===== config.mk =====
export PLATFORM = sky130hd
export DESIGN_NAME = controlador_sequenciador
export DESIGN_NICKNAME = d
export VERILOG_FILES = /design/src/rtl/controlador_sequenciador.sv
export SDC_FILE = /design/constraint.sdc
export NUM_CORES = 1
export LEC_CHECK = 0
export ABC_CLOCK_PERIOD_IN_PS = 1200
export BUFFER_PORTS_ARGS = -buffer_cell sky130_fd_sc_hd__buf_2
export CORE_AREA = 3 3 40 42
export CTS_BUF_LIST = sky130_fd_sc_hd__clkbuf_16
export DETAILED_ROUTE_END_ITERATION = 12
export DIE_AREA = 0 0 43 45
export PLACE_DENSITY = 0.61
export SLEW_MARGIN = 5
export SYNTH_ARGS = -nofsm -noshare
export SYNTH_HDL_FRONTEND = slang
export SYNTH_SLANG_ARGS = --single-unit

===== constraint.sdc =====
create_clock -name clock -period 1.2 [get_ports clock]
set_input_delay 0.18 -clock clock [delete_from_list [all_inputs] [get_ports clock]]
set_output_delay 0.18 -clock clock [all_outputs]
set_load 0.02 [all_outputs]

===== src/rtl/controlador_sequenciador.sv =====
// SAP-1 control sequencer: one-hot T1..T6 ring counter plus opcode decoder.
// Define SEQ_EARLY_END_EN to end short instructions early and return to T1.
module controlador_sequenciador (
    input  logic       clock,
    input  logic       clear,
    input  logic [3:0] opcode,
    output logic [5:0] t_state,
    output logic       PC_INC,
    output logic       PC_OUT,
    output logic       JUMP,
    output logic       MAR_IN,
    output logic       RAM_OUT,
    output logic       IR_IN,
    output logic       IR_OUT,
    output logic       A_IN,
    output logic       A_OUT,
    output logic       B_IN,
    output logic       ALU_OUT,
    output logic       SUB,
    output logic       OUT_IN,
    output logic       HALT
);

    localparam logic [3:0] OP_LDA = 4'b0000;
    localparam logic [3:0] OP_ADD = 4'b0001;
    localparam logic [3:0] OP_SUB = 4'b0010;
    localparam logic [3:0] OP_JMP = 4'b0011;
    localparam logic [3:0] OP_OUT = 4'b1110;
    localparam logic [3:0] OP_HLT = 4'b1111;

    localparam logic [5:0] T1 = 6'b000001;
    localparam logic [5:0] T5 = 6'b010000;

    logic [5:0] ring;
    logic       halted;
    logic       last_state;

    logic is_lda;
    logic is_add;
    logic is_sub;
    logic is_jmp;
    logic is_out;
    logic is_hlt;

    always_comb begin
        is_lda = (opcode == OP_LDA);
        is_add = (opcode == OP_ADD);
        is_sub = (opcode == OP_SUB);
        is_jmp = (opcode == OP_JMP);
        is_out = (opcode == OP_OUT);
        is_hlt = (opcode == OP_HLT);
    end

`ifdef SEQ_EARLY_END_EN
    // Last active execute state per instruction; HLT never gets past T4.
    always_comb begin
        last_state = 1'b0;
        if (is_add || is_sub || is_hlt) begin
            last_state = ring[5];
        end else if (is_lda) begin
            last_state = ring[4];
        end else begin
            last_state = ring[3];
        end
    end
`else
    always_comb begin
        last_state = ring[5];
    end
`endif

    always_ff @(posedge clock) begin
        if (clear) begin
            ring   <= T1;
            halted <= 1'b0;
        end else if (!halted) begin
            if (ring[3] && is_hlt) begin
                ring   <= T5;
                halted <= 1'b1;
            end else if (last_state) begin
                ring <= T1;
            end else begin
                ring <= {ring[4:0], ring[5]};
            end
        end
    end

    assign t_state = ring;

    always_comb begin
        PC_INC  = 1'b0;
        PC_OUT  = 1'b0;
        JUMP    = 1'b0;
        MAR_IN  = 1'b0;
        RAM_OUT = 1'b0;
        IR_IN   = 1'b0;
        IR_OUT  = 1'b0;
        A_IN    = 1'b0;
        A_OUT   = 1'b0;
        B_IN    = 1'b0;
        ALU_OUT = 1'b0;
        SUB     = 1'b0;
        OUT_IN  = 1'b0;
        HALT    = halted & ~clear;
        if (!clear && !halted) begin
            // Fetch
            if (ring[0]) begin
                PC_OUT = 1'b1;
                MAR_IN = 1'b1;
            end
            if (ring[1]) begin
                PC_INC = 1'b1;
            end
            if (ring[2]) begin
                RAM_OUT = 1'b1;
                IR_IN   = 1'b1;
            end
            // Execute
            if (ring[3]) begin
                if (is_lda || is_add || is_sub) begin
                    IR_OUT = 1'b1;
                    MAR_IN = 1'b1;
                end
                if (is_jmp) begin
                    IR_OUT = 1'b1;
                    JUMP   = 1'b1;
                end
                if (is_out) begin
                    A_OUT  = 1'b1;
                    OUT_IN = 1'b1;
                end
            end
            if (ring[4]) begin
                if (is_lda) begin
                    RAM_OUT = 1'b1;
                    A_IN    = 1'b1;
                end
                if (is_add || is_sub) begin
                    RAM_OUT = 1'b1;
                    B_IN    = 1'b1;
                    SUB     = is_sub;
                end
            end
            if (ring[5]) begin
                if (is_add || is_sub) begin
                    ALU_OUT = 1'b1;
                    A_IN    = 1'b1;
                    SUB     = is_sub;
                end
            end
        end
    end

endmodule


# After elaboration in Yosys (flattened, before gate mapping)
# Cells that the tools add are included.
totals:
  register_bits: 7
  in_bits: 6
  output_inout_bits: 20
  wordCells: 59
op_classes:
  eq_ne: 5
  mux: 42
  bitwise: 2
  n_reduce_logical: 8
ops:
  columns: ["op", "n"]
  rows:
  - ["2-to-1 mux 1 bit", 40]
  - ["2-to-1 mux 6 bit", 2]
  - ["== test 4 x 2 -> 1 bit, second input constant", 2]
  - ["== test 4 bit, second input constant", 2]
  - ["== test 4 x 1 -> 1 bit, second input constant", 1]
  - ["logical NOT 4 bit", 1]
  - ["logical OR 1 bit", 3]
  - ["logical AND 1 bit", 2]
  - ["logical NOT 1 bit", 2]
  - ["AND 1 bit", 1]
  - ["inverter 1 bit", 1]

# Logic depth before layout (Yosys ltp)
# Gate-level depths: netlist of run 1.
depth:
  ltp_word: 7
  ltp_mapped: 3

# Least setup slack after synthesis of run 1
# No wires, ideal clock.
synth_path:
  kind: "register to output"
  startpoint: "reg ring[3] (netlist: t_state[3])"
  endpoint: "out OUT_IN"
  arrival_ns: 1.646
  t_required_ns: 1.020
  setup_slack_ns: -0.626
  stages_incl_launch_ff: 4
  path_cell_list: "dfxtp_1 nand4_1 nor4_1 buf_4"
synth_via:
  elab_chain_cells: 2
synth_rtl:
  columns: ["element", "line_no", "text"]
  rows:
  - ["start: declaration", "34", "logic [5:0] ring;"]
  - ["start signal: assignment", "83", "ring <= {ring[4:0], ring[5]};"]
  - ["2-to-1 mux 1 bit (2 in series)", null, null]
  - ["end: declaration", "20", "output logic OUT_IN,"]
# No other way between the ends.

# Worst setup path after layout of run 1
layout_path:
  startpoint: "reg halted"
  endpoint: "out SUB"
layout_via:
  elab_chain_cells: 3
layout_rtl:
  columns: ["element", "line_no", "text"]
  rows:
  - ["start: declaration", "35", "logic halted;"]
  - ["start signal: assignment", "75", "halted <= 1'b0;"]
  - ["start signal: assignment", "79", "halted <= 1'b1;"]
  - ["logical NOT 1 bit", "105", "if (!clear && !halted) begin"]
  - ["logical AND 1 bit", "105", null]
  - ["2-to-1 mux 1 bit", "105", null]
  - ["end: declaration", "19", "output logic SUB,"]
# No other way between the ends.

==> results_dict.tcl, run 1 <==
set metrics [dict create \
    num_rows 13 \
    power_leakage_nw 0.3627 \
    cts_made_buffers 3 \
    critPathLaunchType "flop" \
    drive_gt1_frac 0.5618 \
    dp_cells 100 \
    tritoncts "yes" \
    yosysTopAreaCellShare 0.3146 \
    worst-path-max-fanout 5 \
    dieWidth_um 43 \
    final-max-slew-violation-count 0 \
    ir_worst_vdd_mv 1.056 \
    power_per_cell_area_nw_per_um2 1170 \
    grt_pass1_vias 477 \
    num_antenna_cells 0 \
    yosys-top-cells-area "dfxtp_1 31%, nand3b_1 6.7%, nand2_1 5.9%" \
    cts_sinks 7 \
    antenna_found_initial 0 \
    slowest_stage "dfxtp_2" \
    ys_seq_elements 7 \
    cts_root_buf "clkbuf_16" \
    cp-end-kind "primary output" \
    p_seq_frac 0.267 \
    worstPathCellList "nor4_4 -> o2111a_1 -> buf_4" \
    p_int_mw 0.7303 \
    slew_headroom 0.7642 \
    initial_core_util 0.3466 \
    dp_hpwl_um 980.8 \
    htreeDepth 1 \
    drt-pass1-iter-count 2 \
    antenna_left 0 \
    gp_congestion 0.7575 \
    grt_max_degree 14 \
    tightestPinTransition_ps 351.1 \
    ioPinCount 26 \
    clk_latency_ps 230 \
    die_area_um2 1935 \
    hp-class "input pin to flop" \
    path_class "flop to primary output" \
    violations "setup timing" \
    min_period_ps 1405 \
    setup_viol_count_final 12 \
    grt_usage 0.1457 \
    syn-mean-instance-area_um2 7.954 \
    final_cells 104 \
    syn2layout_area_growth_pct 78.37 \
    postLayoutCellArea_um2 794.5 \
    seq_area_frac_synth 0.3146 \
    yosys.area.top_type "dfxtp_1" \
    drv_cap 0 \
    fin_crit_sh 1.171 \
    wire_per_inst_um 12.88 \
    grt_overflow_total 0 \
    nets 96 \
    cp_data_arrival_time_ps 1230 \
    clk_pin_slew_ps 40 \
    ctsHoldBuffers 0 \
    status "complete, but fails checks" \
    vias_per_cell 5.067 \
    yosysWarnings 0 \
    cts_max_path_buffers 2 \
    clkPwrFrac 0.593 \
    fin_hold_ws_ps 433.6 \
    postSynthNetCount 62 \
    fin_skew_ps 1.782 \
    drtIter0Drc 2 \
    drt-total-wl_um 1339 \
    synthCells 56 \
    port-buffer-count 25 \
    seq_area_um2 145.1 \
    placed_cell_area_um2 660.6 \
    pwr-share-comb 0.140 \
    die_h_um 45 \
    final_hold_viol_count 0 \
    switching_share 0.2145 \
    synth.cell_area_um2 445.4 \
    fin_util 0.6183 \
    post_cts_buffers 0 \
    drc 0 \
    grt_pass1_wl_um 2152 \
    switchingPower_mw 0.1994 \
    cpPeakStageDelay_ps 350 \
    vias 527 \
    coreArea_um2 1285 \
    synth_cell_types 26 \
    fmax_mhz 711.7 \
    place_ws_ps -124.1 \
    multi_input_area_um2 326.6 \
    fill_cells 122 \
    setup_slack_ps -205.0 \
    worstPathRequired_ps 1020 \
    rsz0062_at_grt "true" \
]
-- power groups by stage --
stage,combinational [mW],clock (mW),sequential (mW)
floorplan,0.0539,0,0.261
global placement,0.118,0,0.251
detailed placement,0.118,0,0.252
CTS,0.128,0.560,0.248
global route,0.140,0.583,0.250
finish,0.131,0.551,0.248
-- cells in the final DEF, fill, tap and decap left out, types with 2 or more instances in the layout --
master and n:
a21oi_1 2, and2_4 2, buf_2 12, buf_4 19, clkbuf_16 3, dfxtp_1 5
inv_1 4, nand2_1 5, nand2_2 2, nand3b_1 4, nor2_1 2, nor2_4 2
nor2b_1 3, nor4_4 2, o22ai_1 4
-- flip-flops by register name (all words and copies together) (netlist names) --
signal   cells
t_state      6
halted       1
-- worst max-delay path: cells and delay by family (launching register included) --
kind,cells,cell delay (ps)
flops,1,350
simple gates,1,270
compound gates,1,240
buf+inv,1,140
-- routing by layer --
layer / part of all wire / wire (µm) / global-route usage / vias up
li1: - / - / - / 267
met1: 0.46 / 621 / 0.1855 / 238
met2: 0.45 / 606 / 0.2275 / 20
met3: 0.074 / 99 / 0.05179 / 2
met4: 0.0075 / 10 / 0.05422 / 0
met5: 0 / 0 / 0 / -
-- area by class of cell --
type,count,area share
Clock buffer,3,0.09449
Clock inverter,1,0.004724
Inverter,3,0.01417
Multi-Input combinational cell,43,0.4110
Sequential cell,7,0.1827
Tap cell,15,0.02362
Timing Repair Buffer,32,0.2693
-- cell usage after synthesis --
cell type / number
nor3b_1: 1
dfxtp_1: 7
nor2b_1: 3
and2_1: 3
a21oi_1: 2
o21ai_0: 1
o21a_1: 1
nand2b_1: 1
nor4_1: 1
nand4_1: 1
nor4_4: 1
a31o_2: 1
nand3b_1: 4
nor2_2: 1
buf_4: 1
o31a_1: 1
xnor2_1: 1
o21ba_2: 1
a31o_1: 1
buf_2: 2
inv_1: 3
nor2_1: 4
nand2_1: 7
nor3_1: 2
o22ai_1: 4
o2111a_1: 1
-- cells by family (layout without fill, tap and decap cells) --
logic type | after synthesis | after routing | synth area share
xor+xnor | 1 | 1 | 0.01967
flops | 7 | 7 | 0.3146
simple gates | 29 | 29 | 0.3877
buf+inv | 6 | 39 | 0.06461
compound gates | 13 | 13 | 0.2135
-- stage by stage --
stage	TNS [ps]	power [mW]
2_1_floorplan	-195.6	0.3153
3_3_place_gp	-558.0	0.3690
3_5_place_dp	-531.1	0.3692
4_1_cts	-1882	0.9365
5_1_grt	-2496	0.9738
6_report	-1711	0.9298
-- path summary, 6_finish.rpt --
kind	start	endpoint	slack (ps)	depth (start not counted)
worst min register to register	t_state[2]$_SDFFE_PP0N_	t_state[3]$_SDFFE_PP0N_	500	2
worst min-delay path	opcode[0]	t_state[5]$_SDFFE_PP0N_	430	4
worst max-delay path	halted$_SDFF_PP0_	SUB	-210	3
worst max register to register	t_state[3]$_SDFFE_PP0N_	t_state[0]$_SDFFE_PP1N_	90	3
-- timing repair --
| action | in CTS | in global routing |
|---|---|---|
| setup endpoints to repair | 14 | 14 |
| pin swaps | 4 | 4 |
| resized for setup | 20 | 1 |
(Power assumes the default switching activity.)
==> inputs of run 2 (changes only) <==
- SETUP_SLACK_MARGIN: not set -> 0.15
==> results_dict.tcl, run 2 (synthesis gave the netlist of run 1 again) <==
set metrics [dict create \
    fmax_mhz 698.1 \
    rsz0062_at_grt "true" \
    nets 103 \
    final-max-slew-violation-count 0 \
    total_power_mw 0.9813 \
    grt_pass1_vias 591 \
    grt_overflow_total 0 \
    status "complete, but fails checks" \
    worstPathRequired_ps 1020 \
    tritoncts "yes" \
    grt_usage 0.1905 \
    vias_per_cell 5.225 \
    antenna_found_initial 0 \
    grt_max_degree 11 \
    violations "setup timing" \
    setup_slack_ps -232.4 \
    holdPathStages 3 \
    drt-total-wl_um 1791 \
    drive_gt1_frac 0.7396 \
    die_h_um 45 \
    setup_viol_count_final 14 \
    num_antenna_cells 0 \
    p_int_mw 0.7544 \
    min_period_ps 1432 \
    drv_cap 0 \
    vias 580 \
    dieWidth_um 43 \
    fin_crit_sh 1.194 \
    coreArea_um2 1285 \
    switchingPower_mw 0.2269 \
    cts_made_buffers 3 \
    drt-pass1-iter-count 4 \
    path_class "flop to primary output" \
    drc 0 \
    htreeDepth 1 \
    tightestPinTransition_ps 287.1 \
    fin_util 0.7877 \
    largest_reg_flops 6 \
    cts_root_buf "clkbuf_16" \
    fin_hold_ws_ps 418.8 \
    hp-class "input pin to flop" \
    antenna_left 0 \
    finalSetupTns_ps -1884 \
    final_common_cell "buf_6" \
    ioPinCount 26 \
    worst-path-max-fanout 3 \
    switching_share 0.2312 \
    grt_pass1_wl_um 2697 \
    syn2layout_area_growth_pct 127.2 \
    final_hold_viol_count 0 \
    cts_max_path_buffers 2 \
    final_cell_mix "16 x buf_6, 14 x buf_4, 9 x buf_2" \
    clkPwrFrac 0.568 \
    gp_congestion 0.7247 \
    pwr-share-comb 0.185 \
    power_per_cell_area_nw_per_um2 969.4 \
    cp_data_arrival_time_ps 1250 \
    num_rows 13 \
    clk_pin_slew_ps 40 \
    wire_per_inst_um 16.14 \
    power_leakage_nw 0.4511 \
    fin_skew_ps 1.228 \
    p_seq_frac 0.247 \
    ir_worst_vdd_mv 0.9488 \
    cts_sinks 7 \
    port-buffer-count 25 \
    placed_cell_area_um2 745.7 \
    initial_core_util 0.3466 \
    die_area_um2 1935 \
    clk_latency_ps 230 \
    dp_hpwl_um 1217 \
    cp-end-kind "primary output" \
    ff2ff_path_depth 4 \
    slew_headroom 0.8072 \
    drtIter0Drc 8 \
    critPathLaunchType "flop" \
    postLayoutCellArea_um2 1012 \
]
-- run 2: changes by cell type in the layout (fill, tap and decap cells not counted), moves of 3 or more --
cell,previous run,this run
buf_2,12,9
o22ai_2,0,3
dfxtp_4,1,4
o22ai_1,4,1
buf_6,1,16
buf_4,19,14
-- run 2: stage by stage --
| step | worst slack (ps) | std cells |
|---|---|---|
| floorplan | -195.6 | 56 |
| global placement | -51.08 | 105 |
| detailed placement | -82.54 | 105 |
| CTS | -209.3 | 111 |
| global route | -272.6 | 111 |
| finish | -232.4 | 111 |
-- run 2: final cells by class --
cell class | instances | area [µm²]
Clock buffer | 3 | 75.07
Clock inverter | 1 | 3.754
Fill cell | 85 | 272.8
Inverter | 3 | 11.26
Multi-Input combinational cell | 43 | 417.9
Sequential cell | 7 | 155.1
Tap cell | 15 | 18.77
Timing Repair Buffer | 39 | 330.3
-- run 2: per-layer routing --
metal	vias to the layer above	wire, µm	share of wire	track usage
met5	-	0	0	0
met1	281	708	0.40	0.1923
li1	277	-	-	-
met3	4	84	0.047	0.03984
met4	0	21	0.012	0.09036
met2	18	976	0.54	0.3713
-- run 2: power groups by stage --
stage / logic, mW / clock network (mW) / registers (mW)
floorplan: 0.0656 / 0 / 0.260
global placement: 0.144 / 0 / 0.250
detailed placement: 0.146 / 0 / 0.250
CTS: 0.173 / 0.562 / 0.245
global route: 0.193 / 0.580 / 0.244
finish: 0.182 / 0.557 / 0.243
-- run 2: worst paths after layout --
path | end | slack, ps | from
hold / removal | t_state[3]$_SDFFE_PP0N_ | 420 | clear
setup reg to reg | t_state[5]$_SDFFE_PP0N_ | 70 | t_state[3]$_SDFFE_PP0N_
hold reg to reg | t_state[2]$_SDFFE_PP0N_ | 510 | t_state[2]$_SDFFE_PP0N_
setup / recovery | MAR_IN | -230 | halted$_SDFF_PP0_
-- run 2: repair_timing --
action | in CTS | in global routing
hold buffers | 0 | 0
pin swaps | 12 | 7
endpoints found under the setup margin | 22 | 24
gates resized for setup | 36 | 14
buffers inserted | 2 | 0
-- run 2: worst max-delay path, cell delays in order (launching register included) --
cell     delay (ps)
dfxtp_4         360
nor4_4          210
buf_4           190
a31o_4          150
buf_6           110
==> inputs of run 3 (changes only) <==
- BUFFER_PORTS_ARGS: -buffer_cell sky130_fd_sc_hd__buf_2 -> -buffer_cell sky130_fd_sc_hd__clkbuf_2
==> results_dict.tcl, run 3 (synthesis gave the netlist of run 1 again) <==
set metrics [dict create \
    status "complete, but fails checks" \
    violations "setup timing" \
    placed_cell_area_um2 768.2 \
    cts_root_buf "clkbuf_16" \
    htreeDepth 1 \
    syn2layout_area_growth_pct 144.9 \
    top_layer "met4" \
    grt_pass1_wl_um 2953 \
    drc 0 \
    cts_made_buffers 3 \
    cp_data_arrival_time_ps 1270 \
    ioPinCount 26 \
    power_per_cell_area_nw_per_um2 913.8 \
    hp-class "input pin to flop" \
    antenna_left 0 \
    final-max-slew-violation-count 0 \
    clk_pin_slew_ps 40 \
    setup_slack_ps -252.1 \
    grt_pass1_vias 639 \
    cpPeakStageDelay_ps 360 \
    final_cells 113 \
    drt-total-wl_um 1974 \
    fin_crit_sh 1.210 \
    grt_max_degree 12 \
    fmax_mhz 688.6 \
    worstPathCellList "nor4_4 -> buf_4 -> a31o_4 -> buf_8" \
    cp-end-kind "primary output" \
    final_cell_mix "12 x buf_4, 9 x buf_6, 7 x clkbuf_2, 7 x buf_8, 5 x nand2_1" \
    drv_cap 0 \
    tightestPinTransition_ps 300.3 \
    worst-path-max-fanout 4 \
    total_power_mw 0.9970 \
    drt-pass1-iter-count 4 \
    setup_viol_count_final 13 \
    num_antenna_cells 0 \
    die_h_um 45 \
    die_area_um2 1935 \
    antenna_found_initial 0 \
    dieWidth_um 43 \
    drive_gt1_frac 0.7653 \
    min_period_ps 1452 \
    initial_core_util 0.3466 \
    rsz0062_at_grt "true" \
    dp_cells 108 \
    coreArea_um2 1285 \
    cts_max_path_buffers 2 \
    slowest_stage "dfxtp_4" \
    dr_wl_met3_um 103 \
    tritoncts "yes" \
    port-buffer-count 25 \
    final_common_cell "buf_4" \
    final_hold_viol_count 0 \
    fill_cells 68 \
    worstPathRequired_ps 1020 \
    drtIter0Drc 11 \
    gp_congestion 0.7601 \
    largest_reg_flops 6 \
    grt_overflow_total 0 \
    vias_per_cell 5.265 \
    clk_latency_ps 230 \
    vias 595 \
    grt_usage 0.2174 \
    postLayoutCellArea_um2 1091 \
    power_leakage_nw 0.4733 \
    wl_met2_um 1037 \
    num_rows 13 \
    wire_per_inst_um 17.47 \
    nets 105 \
    critPathLaunchType "flop" \
    fin_util 0.8491 \
    slew_headroom 0.7983 \
    dp_hpwl_um 1240 \
    ir_worst_vdd_mv 0.9698 \
    cts_sinks 7 \
    path_class "flop to primary output" \
    wl_met1_um 785 \
    fin_skew_ps 1.385 \
    ctsHoldBuffers 0 \
]
-- run 3: cell count changes in the layout (fill, tap and decap cells not counted), moves of 2 or more --
cell      delta
buf_2        -9
buf_6        -7
buf_8        +7
clkbuf_2     +7
clkbuf_4     +3
clkbuf_8     +3
buf_4        -2
-- run 3: critical path, delay by kind of cell, from the launching register on --
family,cells,cell delay (ps)
buf+inv,2,300
compound gates,1,150
simple gates,1,220
flops,1,360
-- run 3: routing by layer --
| metal | GRT usage | vias to the layer above |
|---|---|---|
| li1 | - | 284 |
| met1 | 0.2366 | 285 |
| met2 | 0.3563 | 22 |
| met3 | 0.05976 | 4 |
| met4 | 0.1747 | 0 |
| met5 | 0 | - |
-- run 3: cell type report --
class	count	area, µm²	area share
clock buffers	3	75.07	0.06881
clock inverters	1	3.754	0.003440
inverters	3	11.26	0.01032
multi-input cells	43	430.4	0.3945
flip-flops and latches	7	156.4	0.1433
well taps	15	18.77	0.01720
repair buffers	41	395.4	0.3624
-- run 3: per-stage QoR --
step                setup WS (ps)  TNS, ps  hold slack (ps)
finish                     -252.1    -2044            480.5
global route               -345.4    -2892            502.6
CTS                        -220.3    -2038            451.5
detailed placement         -65.18   -222.8            508.3
global placement           -58.56   -220.1            493.6
floorplan                  -195.6   -195.6            376.5
-- run 3: what timing repair did --
item / CTS / global route
pin swaps: 9 / 5
endpoints found under the setup margin: 22 / 23
buffers inserted: 0 / 1
resized for setup: 43 / 27
-- run 3: power breakdown --
part           total, mW  internal (mW)  switching (mW)
Sequential         0.243          0.235         0.00719
Clock              0.564          0.434           0.130
Combinational      0.190         0.0909          0.0994
Total              0.997          0.760           0.237
-- run 3: path summary, 6_finish.rpt --
kind                                              start  slack, ps  cells after the start                      end
worst min-delay path                              clear        480                      3  t_state[3]$_SDFFE_PP0N_
worst max-delay path                  halted$_SDFF_PP0_       -250                      4                   MAR_IN
worst min register to register  t_state[1]$_SDFFE_PP0N_        530                      2  t_state[1]$_SDFFE_PP0N_
worst max register to register  t_state[3]$_SDFFE_PP0N_         40                      5  t_state[4]$_SDFFE_PP0N_
